[src/rtl/la_trigger.sv]
`default_nettype none
// ============================================================================
// Module   : la_trigger
// Brief    : Masked level/edge trigger that gates a post-trigger window of
//            probe samples into the logic analyzer.
// Revision : 1.0
// ============================================================================
module la_trigger #(
    parameter int pLA_WIDTH  = 24,
    parameter int pCNT_WIDTH = 16
) (
    input  logic                  axi_clk,
    input  logic                  axi_reset,
    input  logic [pLA_WIDTH-1:0]  la_probe,
    input  logic                  trig_arm,
    input  logic                  trig_abort,
    input  logic [pLA_WIDTH-1:0]  trig_mask,
    input  logic [pLA_WIDTH-1:0]  trig_value,
    input  logic [pLA_WIDTH-1:0]  trig_edge,
    input  logic [7:0]            trig_match_cnt,
    input  logic [pCNT_WIDTH-1:0] post_len,
    output logic [pLA_WIDTH-1:0]  up_la_data,
    output logic                  la_gate,
    output logic                  trig_fired,
    output logic                  capture_done,
    output logic [1:0]            trig_state
);

    typedef enum logic [1:0] {
        ST_IDLE    = 2'd0,
        ST_ARMED   = 2'd1,
        ST_CAPTURE = 2'd2,
        ST_DONE    = 2'd3
    } state_t;

    state_t                  state_q, state_d;
    logic [pLA_WIDTH-1:0]    s1_q, s2_q;
    logic [7:0]              run_q, run_d;
    logic [pCNT_WIDTH-1:0]   post_cnt_q, post_cnt_d;
    logic                    fired_q, fired_d;

    logic [pLA_WIDTH-1:0]    w_bit_ok;
    logic                    w_hit;
    logic [7:0]              w_need;
    logic [8:0]              w_run_inc;
    logic                    w_met;

    // Edge bits additionally require the older sample to differ from the target.
    assign w_bit_ok  = ~trig_mask |
                       (~(s1_q ^ trig_value) & (~trig_edge | (s2_q ^ trig_value)));
    assign w_hit     = &w_bit_ok;
    assign w_need    = (trig_match_cnt == 8'd0) ? 8'd1 : trig_match_cnt;
    assign w_run_inc = {1'b0, run_q} + 9'd1;
    assign w_met     = (w_run_inc >= {1'b0, w_need});

    always_comb begin
        state_d    = state_q;
        run_d      = run_q;
        post_cnt_d = post_cnt_q;
        fired_d    = 1'b0;
        if (trig_abort) begin
            state_d = ST_IDLE;
        end else begin
            case (state_q)
                ST_IDLE: begin
                    if (trig_arm) begin
                        state_d = ST_ARMED;
                        run_d   = 8'd0;
                    end
                end
                ST_ARMED: begin
                    if (w_hit) begin
                        run_d = (run_q == 8'hFF) ? run_q : run_q + 8'd1;
                        if (w_met) begin
                            state_d    = ST_CAPTURE;
                            fired_d    = 1'b1;
                            post_cnt_d = post_len;
                        end
                    end else begin
                        run_d = 8'd0;
                    end
                end
                ST_CAPTURE: begin
                    // A zero count means an unbounded window: it never reaches 1.
                    if (post_cnt_q == {{(pCNT_WIDTH-1){1'b0}}, 1'b1}) begin
                        state_d = ST_DONE;
                    end else if (post_cnt_q != '0) begin
                        post_cnt_d = post_cnt_q - 1'b1;
                    end
                end
                ST_DONE: begin
                    if (trig_arm) begin
                        state_d = ST_ARMED;
                        run_d   = 8'd0;
                    end
                end
                default: state_d = ST_IDLE;
            endcase
        end
    end

    always_ff @(posedge axi_clk or posedge axi_reset) begin
        if (axi_reset) begin
            state_q    <= ST_IDLE;
            s1_q       <= '0;
            s2_q       <= '0;
            run_q      <= 8'd0;
            post_cnt_q <= '0;
            fired_q    <= 1'b0;
        end else begin
            state_q    <= state_d;
            s1_q       <= la_probe;
            s2_q       <= s1_q;
            run_q      <= run_d;
            post_cnt_q <= post_cnt_d;
            fired_q    <= fired_d;
        end
    end

    assign la_gate      = (state_q == ST_CAPTURE);
    assign up_la_data   = la_gate ? s2_q : '0;
    assign trig_fired   = fired_q;
    assign capture_done = (state_q == ST_DONE);
    assign trig_state   = state_q;

endmodule
`default_nettype wire

[config.mk]
export PLATFORM = sky130hd
export DESIGN_NAME = la_trigger
export DESIGN_NICKNAME = d
export VERILOG_FILES = /design/src/rtl/la_trigger.sv
export SDC_FILE = /design/constraint.sdc
export NUM_CORES = 1
export LEC_CHECK = 0
export BUFFER_PORTS_ARGS = -buffer_cell sky130_fd_sc_hd__buf_2
export CAP_MARGIN = 40
export CORE_MARGIN = 2
export CORE_UTILIZATION = 50
export CTS_CLUSTER_SIZE = 24
export DETAILED_ROUTE_END_ITERATION = 8
export PLACE_DENSITY = 0.8
export SETUP_SLACK_MARGIN = 0.2
export SLEW_MARGIN = 25
export SYNTH_ARGS = -nofsm -noshare
export SYNTH_HDL_FRONTEND = slang
export SYNTH_SLANG_ARGS = --single-unit
[constraint.sdc]
create_clock -name axi_clk -period 3.3 [get_ports axi_clk]
set_input_delay 0.66 -clock axi_clk [delete_from_list [all_inputs] [get_ports axi_clk]]
set_output_delay 0.66 -clock axi_clk [all_outputs]
set_load 0.02 [all_outputs]
# Yosys cells after proc, flatten, opt, wreduce, memory -nomap -nowiden

Cells that the tools add are included.

Input port bits: 124
Bits in registers: 75
Output and inout bits: 29
Logic and storage cells: 65

Reduce and logical (&&, ||, !) cells: 10
Mux-type cells: 21
Bitwise operators: 9
Equal/unequal tests: 15
Add/sub/neg operators: 3
Magnitude comparators: 1

Operator list:

| cell                                               | number |
|---|---|
| NOT 24 bit                                         | 3 |
| 2-to-1 mux 16 bit                                  | 4 |
| bitwise OR 24 bit                                  | 2 |
| bitwise XOR 24 bit                                 | 2 |
| 2-to-1 mux 8 bit                                   | 4 |
| case mux 16 bit (2 select lines)                   | 1 |
| AND 24 bit                                         | 1 |
| 2-to-1 mux 24 bit                                  | 1 |
| AND reduction 24 bit                               | 1 |
| == test 16 x 1 -> 1 bit, second input constant     | 1 |
| case mux 8 bit (2 select lines)                    | 1 |
| nonzero test 16 bit                                | 1 |
| subtractor 16 x 1 -> 16 bit, second input constant | 1 |
| 2-to-1 mux 2 bit                                   | 5 |
| adder 8 x 1 -> 9 bit, second input constant        | 1 |
| >= comparator 9 x 8 -> 1 bit                       | 1 |
| inequality test 3 bit, second input constant       | 3 |
| adder 8 x 1 -> 8 bit, second input constant        | 1 |
| == test 8 bit, second input constant               | 1 |
| zero test 8 bit                                    | 1 |
| AND reduction 4 bit                                | 2 |
| inequality test 2 bit, second input constant       | 3 |
| case mux 2 bit (3 select lines)                    | 1 |
| AND reduction 6 bit                                | 1 |
| other kinds (10)                                   | 16 |

# Longest topological paths before layout

Gate-level depths: netlist (run 1).

Depth in word-level cells: 8
Gate-level depth with buffers: 13

# Worst setup path after synthesis (run 1)

Ideal clock, no wire load.

Path kind: input to register
Start point: in trig_match_cnt[4]
End point: reg post_cnt_q[5]
Required time: 3220 ps
Stages: 12
Data arrival time: 2948 ps
Path slack: 271 ps
Cells stage by stage: nor4_1 -> a41o_1 -> ha_1 -> nand2b_1 -> a2111oi_0 -> o31ai_1 -> a211oi_2 -> o31ai_4 -> and2_1 -> buf_6 -> buf_6 -> o211ai_2

Cells in the longest elaborated chain, start to end: 5

Ends and longest elaborated chain:

| what                                     | RTL line | text |
|---|---|---|
| from (decl)                              | 20       | `input logic [7:0] trig_match_cnt,` |
| zero test 8 bit                          | 52       | `assign w_need = (trig_match_cnt == 8'd0) ? 8'd1 : trig_match_cnt;` |
| 2-to-1 mux 8 bit *                       | 52       |  |
| >= comparator 9 x 8 -> 1 bit *           | 54       | `assign w_met = (w_run_inc >= {1'b0, w_need});` |
| inequality test 2 bit (no source line) * | -        |  |
| AND reduction 6 bit (no source line) *   | -        |  |
| to (signal assigned)                     | 115      | `post_cnt_q <= post_cnt_d;` |
| to (decl)                                | 39       | `logic [pCNT_WIDTH-1:0] post_cnt_q, post_cnt_d;` |

Mark *: on every way between the ends. The rest lies on a longest branch, timed or not.
A chain may end at the register's enable or synchronous reset.

# Worst setup path after layout (run 1)

Start point: reg run_q[0]
End point: reg post_cnt_q[15]

Cells in the longest elaborated chain, start to end: 4

Ends and longest elaborated chain:

| what                                   | RTL line | text |
|---|---|---|
| from (decl)                            | 38       | `logic [7:0] run_q, run_d;` |
| from (signal assigned)                 | 114      | `run_q <= run_d;` |
| adder 8 x 1 -> 9 bit                   | 53       | `assign w_run_inc = {1'b0, run_q} + 9'd1;` |
| >= comparator 9 x 8 -> 1 bit           | 54       |  |
| inequality test 2 bit (no source line) | -        |  |
| AND reduction 6 bit (no source line)   | -        |  |

No other way between the ends.

==> flow_summary_export.csv, run 1 <==
group,metric,value,unit
run_status,status,"complete, no violations",
worst_setup_path,timing.rr.start,"run_q[0]",
pwr,sequentialPowerShare,38.1,%
clock_network,clk_pin_slew_worst_paths,0.09,ns
sta,setup_violations,0,
worst_setup_path,crit_start,"run_q[0]",
placement,hpwl,8521,µm
grt,grt_pass1_wl,18180,µm
placement,dpl_cell_area,5157,µm²
placement,pre_cts_slack,-0.09422,ns
pwr,combPwrFrac,37.5,%
routing,avgRoutedWirePerCell,15.91,µm
sta,tightest_slew,0.6523,ns
die,core,8217,µm²
pwr,peakVddDrop,0.3284,mV
routing,first_pass_iters,4,
synthesis,synth.distinct_cells,53,
synthesis,avgSynthCellArea,9.610,µm²
job,max_cap_violations,0,
die,num_rows,33,
clock_network,clock_sinks,75,
synthesis,synth_top_area_share,44.29,%
worst_setup_path,r2r_cells,11,
grt,grt_pass1_vias,4004,
sta,hold_viol,0,
worst_hold_path,hold_class,"in2async",
pwr,power.share.switching,38.14,%
sta,tns,0,ns
sta,max_freq,343.0,MHz
routing,via_per_inst,5.642,
sta,layout_setup_ws,0.3842,ns
worst_setup_path,reg2reg_slack,0.38,ns
final_layout,final_common_cell,"buf_2",
grt,grt.overflow.total,0,
clock_network,clock_latency,0.35,ns
worst_setup_path,cp.required,3.53,ns
worst_setup_path,slowest_stage,"dfrtp_2",
pwr,leakagePower,2.670,nW
grt,antenna_found_initial,0,
final_layout,area_growth,28.82,%
grt,grt_max_degree,50,
clock_network,root_buffer,"clkbuf_8",
routing,drc_errors,0,
die,dieArea,9228,µm²
clock_network,cts_tree,"yes",
pwr,internal_power,1.989,mW
worst_setup_path,crit_fanout,6,
grt,grt_use_met2,43.98,%
synthesis,synth_edf_count,0,
clock_network,numCtsBuffers,9,
final_layout,final_cell_mix,"buf_2, dfrtp_1, inv_1",
final_layout,final_cell_area,5459,µm²
worst_setup_path,path_class,"reg2reg",
synthesis,yosys-top-cells-area,"dfrtp_1, ha_1, and2_1, inv_1, nand2b_1",
synthesis,yosys.area.top_type,"dfrtp_1",
routing,postRouteAntennaNets,0,
synthesis,ys_seq_area_share,44.29,%
final_layout,final_util,66.44,%
routing,drt_iter0_drc,130,
worst_setup_path,cp_slowest_stage_delay,0.44,ns
final_layout,nNetsFinal,742,
worst_setup_path,r2r_end,"post_cnt_q[15]",
routing,route.final.wire_length,11340,µm
final_layout,final_layout_size_suffix_gt1_share,35.03,%
clock_network,ctsHoldBuffers,0,
worst_setup_path,cp_cell_sequence,"ha_2 -> nor2b_1 -> or2_2 -> ha_1 -> a2111oi_4 -> o31ai_1 -> a211oi_2 -> o31ai_4 -> buf_4 -> a41oi_1 -> o211ai_2",
placement,io_buffer_count,152,
sta,period_needed,2.916,ns
worst_setup_path,critPathLaunchType,"register",
grt,grt_usage,25.53,%
synthesis,ys_seq_elements,75,
synthesis,syn_nets,580,
die,die_h,96.07,µm
sta,rsz0062_at_grt,"no",
synthesis,synth_warnings,0,
worst_setup_path,end_kind,"register",
routing,dr_total_vias,4023,
clock_network,h-tree-depth,3,
sta,fin_crit_sh,88.36,%
synthesis,syn_area,4238,µm²
final_layout,diodes,0,
placement,gp_congestion,0.9296,
grt,grtUsageMet1,31.55,%
grt,met3_usage,5.325,%
pwr,powerDensity,588.8,nW/µm²
sta,drv_slew,0,
die,start_util,51.58,%
sta,relSlewSlack,56.12,%
worst_setup_path,cp.arrival,3.15,ns
final_layout,fillers,683,
synthesis,async_flop_share,100.0,%
die,io_pins,153,
clock_network,ctsLongestPathBuffers,2,
pwr,p_sw,1.226,mW
pwr,clockPowerShare,24.4,%
synthesis,synth-main-ff-cell,"dfrtp_1",
synthesis,syn_inst,441,
sta,fin_skew,0.01383,ns
die,die_w,96.07,µm
grt,busiest_layer,"met2",
==> worst max-delay path by stage <==
stage | end | slack [ns] | cells after the start
2_1_floorplan | post_cnt_q[5] | 0.27 | 12
3_3_place_gp | post_cnt_q[7] | 0.005 | 12
3_5_place_dp | post_cnt_q[0] | -0.09 | 12
4_1_cts | post_cnt_q[0] | 0.20 | 11
5_1_grt | post_cnt_q[7] | 0.21 | 11
6_report | post_cnt_q[15] | 0.38 | 11
==> through the flow <==
| stage | hold WS (ns) | instances | power, mW |
|---|---|---|---|
| after floorplan | 0.3741 | 441 | 2.012 |
| after global placement | 0.3787 | 693 | 2.341 |
| after detailed placement | 0.3879 | 694 | 2.406 |
| after CTS | 0.3947 | 710 | 3.197 |
| after global routing | 0.2643 | 713 | 3.418 |
| final | 0.2608 | 713 | 3.214 |
==> area by class of cell <==
class,instances,area [µm²],area share (%)
clock buffer,10,127.6,2.338
sequential,75,1879,34.43
tap,105,131.4,2.407
inverter,44,165.2,3.025
timing repair buffer,165,903.4,16.55
clock inverter,6,90.09,1.650
multi-input combinational,308,2162,39.61
==> synthesized netlist by cell type (4+ instances only) <==
master / n
o211ai_1: 6
a31oi_1: 9
a2111oi_2: 4
a22oi_1: 8
o211ai_2: 6
inv_1: 44
ha_1: 15
o31ai_1: 4
a32oi_1: 4
clkbuf_1: 10
nor2_1: 35
nor3_1: 12
dfrtp_1: 75
and2_1: 28
nand3_1: 24
a21boi_1: 8
nand2_1: 19
nand4_1: 7
nand2b_1: 21
a221oi_1: 11
and3_1: 9
a21oi_2: 4
a22o_1: 6
o21ai_0: 14
a21boi_0: 11
a41oi_1: 7
==> power by group through the flow <==
stage	Combinational [mW]	Clock (mW)	Sequential [mW]
floorplan	0.808	0	1.20
global placement	1.12	0	1.22
detailed placement	1.17	0	1.24
CTS	1.18	0.800	1.22
global route	1.33	0.841	1.24
finish	1.21	0.783	1.23
==> sequential cells by signal, summed over array words and instances (netlist names) <==
name        count
post_cnt_q     16
run_q           8
s1_q           24
s2_q           24
trig_fired      1
trig_state      2
==> kinds of logic after synthesis <==
kind of cell | Yosys count | share of synthesized area (%)
simple gates | 169 | 21.41
compound gates | 117 | 22.76
flops | 75 | 44.29
buf+inv | 58 | 5.610
fa+ha+maj | 15 | 4.429
xor+xnor | 6 | 1.240
mux | 1 | 0.2657
==> per-layer routing <==
layer	wire length, µm	vias up
met1	4559	1926
li1	-	1921
met3	686	27
met5	0	-
met2	5802	149
met4	295	0
==> repair_timing <==
item | 4_1_cts | 5_1_grt
pin swaps | 1 | 2
buffers inserted | 0 | 2
gates resized for setup | 2 | 10
setup endpoints to repair | 12 | 17
hold endpoints to repair | 0 | 0
==> critical path, delay by kind of cell (launching register included) <==
| kind | cells | cell delay, ns |
|---|---|---|
| AND/OR/NAND/NOR | 2 | 0.43 |
| buffers and inverters | 1 | 0.18 |
| adder cells (fa/ha/maj) | 2 | 0.47 |
| AO/OA/AOI/OAI | 6 | 1.26 |
| flip-flops | 1 | 0.44 |
Note: power is estimated with default switching activity, not from simulation.
==> inputs of run 2 (changes only) <==
--- a/config.mk
+++ b/config.mk
@@ -12,6 +12,7 @@
 export CTS_CLUSTER_SIZE = 24
 export DETAILED_ROUTE_END_ITERATION = 8
 export PLACE_DENSITY = 0.8
+export RECOVER_POWER = 25
 export SETUP_SLACK_MARGIN = 0.2
 export SLEW_MARGIN = 25
 export SYNTH_ARGS = -nofsm -noshare
==> constraint.sdc (replaced) <==
create_clock -name axi_clk -period 3.3 [get_ports axi_clk]
set_input_delay 0.165 -clock axi_clk [delete_from_list [all_inputs] [get_ports axi_clk]]
set_output_delay 0.165 -clock axi_clk [all_outputs]
set_load 0.02 [all_outputs]
==> run 2 against run 1 <==
Effect of this change: setup slack got worse by 0.055 ns; first-iteration DRC count fell by 7.7%; combinational power fell by 4%; largest power group unchanged.
==> flow_summary_export.csv, run 2 (synthesized netlist as in run 1, its figures left out) <==
group,metric,value,unit
sta,rsz0062_at_grt,"yes",
worst_setup_path,crit_start,"run_q[0]",
grt,grtUsageMet1,29.88,%
final_layout,final_layout_size_suffix_gt1_share,32.48,%
worst_setup_path,crit_fanout,27,
clock_network,cts_tree,"yes",
final_layout,area_growth,32.65,%
die,io_pins,153,
placement,io_buffer_count,152,
sta,hold_viol,0,
final_layout,reg.largest.list,"s1_q (24), s2_q (24), post_cnt_q (16)",
worst_setup_path,cp.arrival,3.22,ns
routing,via_per_inst,5.556,
die,die_h,96.07,µm
placement,pre_cts_slack,-0.004752,ns
routing,first_pass_iters,4,
routing,drc_errors,0,
final_layout,diodes,0,
pwr,clockPowerShare,25.3,%
worst_setup_path,cp.required,3.55,ns
sta,fin_skew,0.01534,ns
worst_setup_path,end_kind,"register",
sta,fin_hold_ws,0.07939,ns
final_layout,nNetsFinal,759,
pwr,combPwrFrac,36.4,%
sta,layout_setup_ws,0.3296,ns
clock_network,post_cts_buffers,0,
die,start_util,51.58,%
worst_setup_path,r2r_cells,12,
pwr,fin_total_pwr,3.193,mW
pwr,peakVddDrop,0.2763,mV
routing,avgRoutedWirePerCell,15.28,µm
clock_network,h-tree-depth,3,
final_layout,final_cell_mix,"buf_2, dfrtp_1, inv_1",
die,die_w,96.07,µm
worst_setup_path,path_class,"reg2reg",
pwr,sequentialPowerShare,38.3,%
grt,grt.overflow.total,0,
grt,grt_pass1_wl,17720,µm
worst_hold_path,hold_class,"in2reg",
placement,hpwl,7931,µm
clock_network,clock_latency,0.36,ns
die,num_rows,33,
worst_setup_path,critPathLaunchType,"register",
final_layout,final_common_cell,"buf_2",
worst_setup_path,r2r_end,"post_cnt_q[14]",
sta,period_needed,2.970,ns
routing,postRouteAntennaNets,0,
sta,drv_slew,0,
clock_network,clock_sinks,75,
worst_hold_path,hold_start,"post_len[0]",
job,max_cap_violations,0,
pwr,power.share.switching,38.45,%
worst_setup_path,timing.rr.start,"run_q[0]",
grt,grt_use_met2,43.75,%
sta,tightest_slew,0.8077,ns
clock_network,numCtsBuffers,9,
grt,met3_usage,5.403,%
grt,antenna_found_initial,0,
grt,grt_usage,24.99,%
routing,dr_total_vias,4056,
routing,route.final.wire_length,11160,µm
clock_network,root_buffer,"clkbuf_8",
sta,fin_crit_sh,90.01,%
die,core,8217,µm²
sta,tns,0,ns
run_status,status,"complete, no violations",
sta,relSlewSlack,46.15,%
grt,grt_max_degree,50,
sta,setup_violations,0,
clock_network,ctsLongestPathBuffers,2,
grt,busiest_layer,"met2",
pwr,internal_power,1.965,mW
placement,gp_congestion,0.9733,
pwr,p_sw,1.228,mW
worst_setup_path,reg2reg_slack,0.33,ns
routing,drt_iter0_drc,120,
worst_setup_path,crit_path_end,"post_cnt_q[14]",
pwr,powerDensity,568.0,nW/µm²
pwr,leakagePower,2.735,nW
sta,max_freq,336.7,MHz
die,dieArea,9228,µm²
clock_network,clk_pin_slew_worst_paths,0.09,ns
grt,grt_pass1_vias,3876,
## run 2: cell count changes in the layout (fill, tap and decap cells not counted), sizes merged
cell         previous run  this run
inv                    44        45
clkbuf                 10         9
buf                   165       157
dlygate4sd3             0        25
## run 2: area by class of cell
type	instances	area, µm²
Fill cell	663	2595
Multi-Input combinational cell	308	2146
Sequential cell	75	1878
Timing Repair Buffer	182	1076
Inverter	44	165.2
Tap cell	105	131.4
Clock buffer	9	123.9
Clock inverter	7	101.3
## run 2: worst min-delay path by stage
stage                     endpoint  cells past startpoint  slack (ns)
detailed placement         s1_q[0]                      3        0.26
global placement          s1_q[13]                      1        0.27
CTS                  post_cnt_q[0]                      3        0.06
finish               post_cnt_q[0]                      3        0.08
global route        post_cnt_q[15]                      3        0.07
floorplan                  s1_q[0]                      0        0.20
## run 2: metal layers
| metal | share of wire (%) | wire [µm] | vias to the layer above |
|---|---|---|---|
| li1 | - | - | 1962 |
| met1 | 42 | 4632 | 1936 |
| met2 | 51 | 5647 | 134 |
| met3 | 5.5 | 618 | 24 |
| met4 | 2.3 | 257 | 0 |
| met5 | 0 | 0 | - |
## run 2: what timing repair did
action | CTS | global route
endpoints found under the setup margin | 17 | 18
hold buffers | 25 | 0
hold endpoints to repair | 52 | 0
pin swaps | 1 | 1
resized for setup | 2 | 6
## run 2: power by group through the flow
stage / Combinational [mW] / Clock, mW / Sequential (mW)
after floorplan: 0.808 / 0 / 1.20
after global placement: 1.07 / 0 / 1.22
after detailed placement: 1.12 / 0 / 1.23
after CTS: 1.15 / 0.826 / 1.22
after global routing: 1.28 / 0.868 / 1.24
final: 1.16 / 0.808 / 1.22
## run 2: worst max-delay path, stage by stage, from the launching register on
cell and delay, ns:
dfrtp_2 0.45, ha_2 0.22, nor2b_1 0.14, or2_2 0.28, ha_1 0.28, o21a_1 0.12
nor2_1 0.04, o31ai_1 0.30, a211oi_2 0.15, o31ai_4 0.30, buf_8 0.23, nand3_1 0.10
a22o_1 0.27
## run 2: through the flow
step	cell area [µm²]	util, %	cells
3_5_place_dp	5126	62.39	689
3_3_place_gp	5087	61.92	688
5_1_grt	5622	68.42	730
6_report	5622	68.42	730
4_1_cts	5604	68.20	730
2_1_floorplan	4238	-	441
==> inputs of run 3 (changes only) <==
--- a/config.mk
+++ b/config.mk
@@ -8,11 +8,11 @@
 export BUFFER_PORTS_ARGS = -buffer_cell sky130_fd_sc_hd__buf_2
 export CAP_MARGIN = 40
 export CORE_MARGIN = 2
-export CORE_UTILIZATION = 50
+export CORE_UTILIZATION = 33
 export CTS_CLUSTER_SIZE = 24
 export DETAILED_ROUTE_END_ITERATION = 8
-export PLACE_DENSITY = 0.8
 export RECOVER_POWER = 25
+export REMOVE_ABC_BUFFERS = 1
 export SETUP_SLACK_MARGIN = 0.2
 export SLEW_MARGIN = 25
 export SYNTH_ARGS = -nofsm -noshare
==> run 3 against run 2 <==
Effect of this change: clock skew is 0.0099 ns lower; count of clock-buffer cells in the layout stayed put; hold slack better by 0.013 ns; combinational power hardly changed; critical path type unchanged; first-iteration DRC count is 50% higher; largest cell class unchanged; total power is 12% higher; cell count is 9.5% higher; sequential share of layout area is 1.4 points lower; sequential power hardly changed; clock power is 42% higher; global-route usage is 8.3 points lower; sequential cell count stayed put.
==> flow_summary_export.csv, run 3 (synthesized netlist as in run 1, its figures left out) <==
group,metric,value,unit
placement,gp_congestion,0.8557,
clock_network,post_cts_buffers,0,
grt,grt_use_met2,28.00,%
worst_setup_path,cp.arrival,3.15,ns
pwr,fin_total_pwr,3.562,mW
routing,drt_iter0_drc,180,
worst_setup_path,end_kind,"register",
final_layout,fillers,1189,
final_layout,diodes,0,
final_layout,final_cell_mix,"buf_2, dfrtp_1, inv_1",
run_status,status,"complete, no violations",
pwr,peakVddDrop,0.2914,mV
grt,grtUsageMet1,20.63,%
sta,hold_viol,0,
worst_setup_path,worst-path-buf-inv,1,
sta,rsz0062_at_grt,"no",
worst_setup_path,cp_cell_sequence,"ha_2 -> nor2b_1 -> or2_2 -> ha_1 -> o21a_1 -> nor2_1 -> o31ai_2 -> a211oi_2 -> o31ai_4 -> buf_8 -> nand3_1 -> a22o_1",
die,core,12570,µm²
die,die_w,117.3,µm
sta,setup_violations,0,
clock_network,clock_sinks,75,
job,max_cap_violations,0,
sta,fin_skew,0.005421,ns
routing,dr_total_vias,3966,
sta,relSlewSlack,45.81,%
grt,grt_max_degree,50,
routing,drc_errors,0,
worst_setup_path,path_class,"reg2reg",
pwr,power.share.switching,35.58,%
die,die_h,117.3,µm
sta,period_needed,2.926,ns
clock_network,ctsLongestPathBuffers,2,
pwr,p_sw,1.267,mW
worst_setup_path,cp_slowest_stage_delay,0.44,ns
grt,grt_pass1_vias,4171,
clock_network,root_buffer,"clkbuf_16",
die,io_pins,153,
routing,first_pass_iters,4,
routing,avgRoutedWirePerCell,14.04,µm
worst_setup_path,critPathLaunchType,"register",
routing,route.final.wire_length,11220,µm
final_layout,final_util,46.72,%
worst_hold_path,hold_class,"in2reg",
final_layout,nNetsFinal,761,
pwr,combPwrFrac,33.3,%
final_layout,final_common_cell,"buf_2",
sta,drv_slew,0,
pwr,internal_power,2.295,mW
placement,pre_cts_slack,0.1967,ns
clock_network,cts_tree,"yes",
worst_setup_path,crit_family,"compound AO/OA/AOI/OAI gates",
pwr,leakagePower,2.811,nW
worst_setup_path,slowest_stage,"dfrtp_2",
sta,tns,0,ns
clock_network,numCtsBuffers,9,
grt,grt.overflow.total,0,
sta,layout_setup_ws,0.3739,ns
sta,tightest_slew,0.8128,ns
placement,hpwl,8310,µm
worst_setup_path,cp.required,3.53,ns
sta,max_freq,341.7,MHz
pwr,powerDensity,606.6,nW/µm²
die,start_util,33.72,%
pwr,sequentialPowerShare,34.3,%
grt,grt_pass1_wl,18990,µm
routing,postRouteAntennaNets,0,
die,dieArea,13760,µm²
clock_network,clock_latency,0.34,ns
grt,met3_usage,4.475,%
clock_network,clk_pin_slew_worst_paths,0.06,ns
final_layout,reg.largest.list,"s1_q (24), s2_q (24), post_cnt_q (16)",
grt,grt_usage,16.71,%
die,num_rows,41,
clock_network,h-tree-depth,3,
grt,antenna_found_initial,0,
worst_setup_path,crit_fanout,27,
final_layout,area_growth,38.56,%
placement,io_buffer_count,152,
final_layout,final_layout_size_suffix_gt1_share,33.33,%
sta,fin_crit_sh,88.67,%
grt,busiest_layer,"met2",
routing,via_per_inst,4.964,
pwr,clockPowerShare,32.4,%
-- run 3: changes by cell type in the layout (fill, tap and decap cells not counted), moves of 2 or more --
cell | previous run | this run
inv_6 | 0 | 2
buf_12 | 0 | 2
dfrtp_1 | 74 | 72
clkbuf_8 | 9 | 0
dfrtp_2 | 1 | 3
clkbuf_16 | 0 | 9
-- run 3: metal layers --
metal  vias up  wire length (µm)
li1       1959                 -
met1      1862              4836
met2       129              5532
met3        16               662
met4         0               187
met5         -                 0
-- run 3: repair_timing --
| item | 4_1_cts | 5_1_grt |
|---|---|---|
| endpoints found under the hold margin | 24 | 5 |
| pin swaps | 1 | 1 |
| endpoints found under the setup margin | 9 | 18 |
| hold buffers | 24 | 1 |
| gates resized for setup | 1 | 12 |
-- run 3: worst paths after layout --
path                             start        endpoint  slack (ns)  cells past startpoint
min reg2reg                   s1_q[14]        s2_q[14]        0.40                      0
max                           run_q[0]  post_cnt_q[14]        0.37                     12
min                        post_len[3]   post_cnt_q[3]        0.09                      3
min in group asynchronous    axi_reset         s2_q[8]        0.33                      3
max in group asynchronous    axi_reset        run_q[0]        2.44                      4
max reg2reg                   run_q[0]  post_cnt_q[14]        0.37                     12
-- run 3: power by group through the flow --
stage               combinational [mW]  sequential [mW]  clock [mW]
finish                            1.19             1.22        1.15
global route                      1.31             1.24        1.22
CTS                               1.17             1.22        1.18
detailed placement                1.14             1.24           0
global placement                  1.11             1.23           0
floorplan                        0.756             1.20           0
-- run 3: tightest hold or removal path, stage by stage --
cell	delay, ns
buf_2	0.08
a41oi_1	0.11
o211ai_2	0.05
-- run 3: layout make-up --
type                       count  area, µm²  area share (%)
multi-input combinational    308       2166           36.88
inverter                      44      165.2           2.813
clock inverter                 7      123.9           2.110
sequential                    75       1881           32.03
clock buffer                   9      225.2           3.836
tap                          172      215.2           3.665
timing repair buffer         184       1096           18.67
-- run 3: per-stage QoR --
step	cell area, µm²	instances	hold WS (ns)
final	5872	799	0.09249
after global routing	5872	799	0.1071
after CTS	5801	797	0.01221
after detailed placement	5210	757	0.2743
after global placement	5199	757	0.2722
after floorplan	4165	427	0.1964
